`src/rtl/full_adder.sv`:
```
// Parameterised ripple-carry adder: combinational sum/carry/overflow plus a
// registered copy with synchronous active-high reset and load enable.

module full_adder_cell (
  input  logic a,
  input  logic b,
  input  logic ci,
  output logic s,
  output logic co
);

  logic half_s;

  assign half_s = a ^ b;
  assign s      = half_s ^ ci;
  assign co     = (a & b) | (ci & half_s);

endmodule

module full_adder #(
  parameter int WIDTH = 1
) (
  input  logic             CLK,
  input  logic             RST,
  input  logic [WIDTH-1:0] A,
  input  logic [WIDTH-1:0] B,
  input  logic             CI,
  input  logic             EN,
  output logic [WIDTH-1:0] S,
  output logic             CO,
  output logic             OV,
  output logic [WIDTH-1:0] S_Q,
  output logic             CO_Q,
  output logic             OV_Q
);

  logic [WIDTH:0]   carry_s;
  logic [WIDTH-1:0] sum_s;
  logic             ov_s;

  assign carry_s[0] = CI;

  for (genvar i = 0; i < WIDTH; i++) begin : g_cell
    full_adder_cell u_cell (
      .a  (A[i]),
      .b  (B[i]),
      .ci (carry_s[i]),
      .s  (sum_s[i]),
      .co (carry_s[i+1])
    );
  end

  // Signed overflow: carry into the MSB disagrees with carry out of it.
  assign ov_s = carry_s[WIDTH-1] ^ carry_s[WIDTH];

  assign S  = sum_s;
  assign CO = carry_s[WIDTH];
  assign OV = ov_s;

  // Pipeline copy of the result; reset wins over load enable.
  always_ff @(posedge CLK) begin
    if (RST) begin
      S_Q  <= {WIDTH{1'b0}};
      CO_Q <= 1'b0;
      OV_Q <= 1'b0;
    end else if (EN) begin
      S_Q  <= sum_s;
      CO_Q <= carry_s[WIDTH];
      OV_Q <= ov_s;
    end else begin
      S_Q  <= S_Q;
      CO_Q <= CO_Q;
      OV_Q <= OV_Q;
    end
  end

endmodule

```
`config.mk`:
```
export PLATFORM = sky130hd
export DESIGN_NAME = full_adder
export DESIGN_NICKNAME = d
export VERILOG_FILES = /design/src/rtl/full_adder.sv
export SDC_FILE = /design/constraint.sdc
export NUM_CORES = 1
export LEC_CHECK = 0
export CORE_AREA = 5 5 42 44
export CTS_BUF_LIST = sky130_fd_sc_hd__clkbuf_4
export CTS_CLUSTER_DIAMETER = 200
export DETAILED_ROUTE_END_ITERATION = 10
export DIE_AREA = 0 0 47 49
export SLEW_MARGIN = 10
export SYNTH_ARGS = -nofsm -noshare
export SYNTH_HDL_FRONTEND = slang
export SYNTH_HIERARCHICAL = 1
export SYNTH_SLANG_ARGS = --single-unit
```
`constraint.sdc`:
```
create_clock -name CLK -period 1.47 [get_ports CLK]
set_input_delay 0.2205 -clock CLK [delete_from_list [all_inputs] [get_ports CLK]]
set_output_delay 0.2205 -clock CLK [all_outputs]
set_load 0.005 [all_outputs]
```
==> flow_metrics.py, run 1 <==
metrics = {
    "timing": {
        "period_minus_slack_ns": 1.37,
        "skew_ns": 0,
        "slew_violations": 0,
        "rsz0062_at_grt": "false",
        "fin_crit_sh": 0.935,
        "slew_headroom": 0.872,
        "fin_ws_ns": 0.0950,
        "tightest_slew_ns": 0.192,
        "fmax_ghz": 0.727,
        "final-hold-violation-count": 0,
        "final-setup-viol-count": 0,
    },
    "global_route": {
        "grt_max_degree": 5,
        "grt_overflow_total": 0,
        "grt_pass1_wl_um": 641,
        "grtUsageTotal": 0.0430,
        "antenna_found_initial": 0,
        "grt_pass1_vias": 171,
    },
    "route": {
        "route.met3.wl_um": 98,
        "highest_layer": "met3",
        "via_per_inst": 3.24,
        "wl_met1_um": 116,
        "routed_wl_um": 435,
        "drt_first_pass_iters": 1,
        "drtIter0Drc": 0,
        "drc": 0,
        "vias": 159,
        "ant_nets": 0,
        "wl_met2_um": 220,
        "wire_per_inst_um": 8.88,
    },
    "power_and_ir_drop": {
        "internal_power_mw": 0.275,
        "pwr-share-comb": 0.285,
        "ir_drop_uv": 239,
        "switching_share": 0.219,
        "p_clk_frac": 0.454,
        "power_mw": 0.352,
        "switchingPower_mw": 0.0772,
        "seqPwrFrac": 0.261,
        "p_leak_nw": 0.159,
        "power_density_nw_per_um2": 1020,
    },
    "outcome": {
        "status": "finished, final reports clean",
    },
    "yosys": {
        "ys.flop_type": "dfxtp_1",
        "synth_edf_count": 0,
        "synth_top_area_frac": 0.440,
        "yosys_warnings": 6,
        "syn_area_per_cell_um2": 11.4,
        "ys_top_cells_by_area": "dfxtp_1, fa_1, mux2i_1",
        "netlist_instances": 12,
        "synth_area_um2": 136,
        "ys_async_sr_fraction": 0,
        "synthTopCellsByCount": "dfxtp_1, nor2_1, mux2i_1",
        "synth_seq_cells": 3,
        "synth_nets": 19,
        "synth_cell_types": 7,
        "ys_seq_area_frac": 0.440,
        "yosysTopAreaCell": "dfxtp_1",
    },
    "clock_network": {
        "cts_tree": "yes",
        "clk_pin_slew_ns": 0.03,
        "ctsHoldBuffers": 0,
        "cts_sinks": 3,
        "clock_path_buffers": 2,
        "cts-buffers-inserted": 3,
        "clockRootBuffer": "clkbuf_4",
        "htree_levels": 1,
        "worstSkewPairLatency_ns": 0.23,
    },
    "setup_path": {
        "crit_type": "primary input to output port",
        "critPathArrivalTime_ns": 1.15,
        "critPathLaunchType": "primary input",
        "cp_slowest_cell": "fa_2",
        "critPathMaxFanout": 2,
        "worstPathRequired_ns": 1.25,
        "path_cells": "clkbuf_2, fa_2, buf_6, xnor2_4, inv_1, buf_2",
        "critPathCaptureType": "output port",
        "max_stage_delay_ns": 0.39,
    },
    "floorplan": {
        "dieHeight_um": 49,
        "core_region_area_um2": 1400,
        "initial_core_util": 0.0973,
        "rows": 14,
        "ios": 12,
        "fp.dieW_um": 47,
        "dieArea_um2": 2300,
    },
    "placement": {
        "place_congestion": 0.602,
        "pre_cts_slack_ns": -0.586,
        "io_buffers": 11,
    },
    "hold_path": {
        "hold_class": "register to register",
    },
    "run": {
        "max_cap_viol_count": 0,
    },
    "final_layout": {
        "layout-drive-gt1-share": 0.515,
        "n_antenna_cell": 0,
        "finalNetCount": 41,
        "syn2layout_area_growth_pct": 152,
    },
}
layer usage:
layer / global-route usage / up-vias
met1: 0.0308 / 69
met5: 0 / -
met3: 0.0406 / 0
met4: 0.0415 / 0
li1: - / 81
met2: 0.0611 / 9
logic make-up after synthesis:
family | Yosys count | share of synthesized area
AOI/OAI and AO/OA | 1 | 0.0917
xor gates and xnor gates | 1 | 0.0642
adders and majority gates | 1 | 0.147
buffers and inverters | 1 | 0.0275
DFF | 3 | 0.440
muxes | 2 | 0.147
and+or+nand+nor | 3 | 0.0826
final timing paths:
| path | start | endpoint | slack (ns) | depth (start not counted) |
|---|---|---|---|---|
| setup / recovery | A | OV | 0.1 | 6 |
| hold / removal | CO_Q$_SDFFE_PP0P_ | CO_Q$_SDFFE_PP0P_ | 0.49 | 2 |
| hold reg to reg | CO_Q$_SDFFE_PP0P_ | CO_Q$_SDFFE_PP0P_ | 0.49 | 2 |
| setup reg to reg | OV_Q$_SDFFE_PP0P_ | OV_Q$_SDFFE_PP0P_ | 0.85 | 2 |
cells in the final DEF (no fill, tap or decap):
cell,netlist,final
clkdlybuf4s50_1,0,5
buf_4,0,5
clkbuf_4,0,4
dfxtp_1,3,3
nor2_1,3,3
mux2i_1,2,2
clkbuf_2,0,2
buf_2,0,2
dlygate4sd2_1,0,2
xnor2_4,0,1
inv_1,1,1
a211oi_2,1,1
fa_2,0,1
buf_6,0,1
metrics by stage:
stage	hold WS (ns)	cells	util	cell area, um2	setup TNS, ns
5_1_grt	0.510	49	0.246	344	0
2_1_floorplan	0.285	12	-	136	0
4_1_cts	0.504	48	0.244	342	0
6_report	0.494	49	0.246	344	0
3_3_place_gp	0.480	43	0.212	297	-1.94
3_5_place_dp	0.495	43	0.212	297	-2.01
power groups by stage:
stage                     clock network, mW  logic, mW  registers, mW
after CTS                             0.169     0.0930         0.0920
after global routing                  0.179      0.111         0.0928
final                                 0.160      0.100         0.0918
after detailed placement                  0     0.0935         0.0931
after floorplan                           0     0.0238         0.0938
after global placement                    0     0.0926         0.0932
flip-flops by register name, summed over array words and instances, names as in the netlist:
register and cells:
OV_Q 1, CO_Q 1, S_Q 1
what timing repair did:
action	CTS	global route
endpoints found under the setup margin	3	1
pin swaps	2	2
setup buffers	1	1
gates resized for setup	16	4
layout make-up:
class                           count  area [um2]
Clock buffer                        4        30.0
Fill cell                         160        1060
Inverter                            1        3.75
Multi-Input combinational cell      8        93.8
Sequential cell                     3        60.1
Tap cell                           16        20.0
Timing Repair Buffer               17         136
worst max-delay path, delay by kind of cell:
family	cells	cell delay [ns]
xor+xnor	1	0.15
fa+ha+maj	1	0.39
buf+inv	4	0.41
(Power assumes the default switching activity.)
==> inputs of run 2 (changes only) <==
- MAX_ROUTING_LAYER: not set -> met4
==> results of run 2 <==
No change in the layout: final DEF, timing and power equal those of run 1.
Main changes from that run: final weighted congestion in routability-driven placement 0.602 -> 0.606; overall routing resource usage 0.0430 -> 0.0440
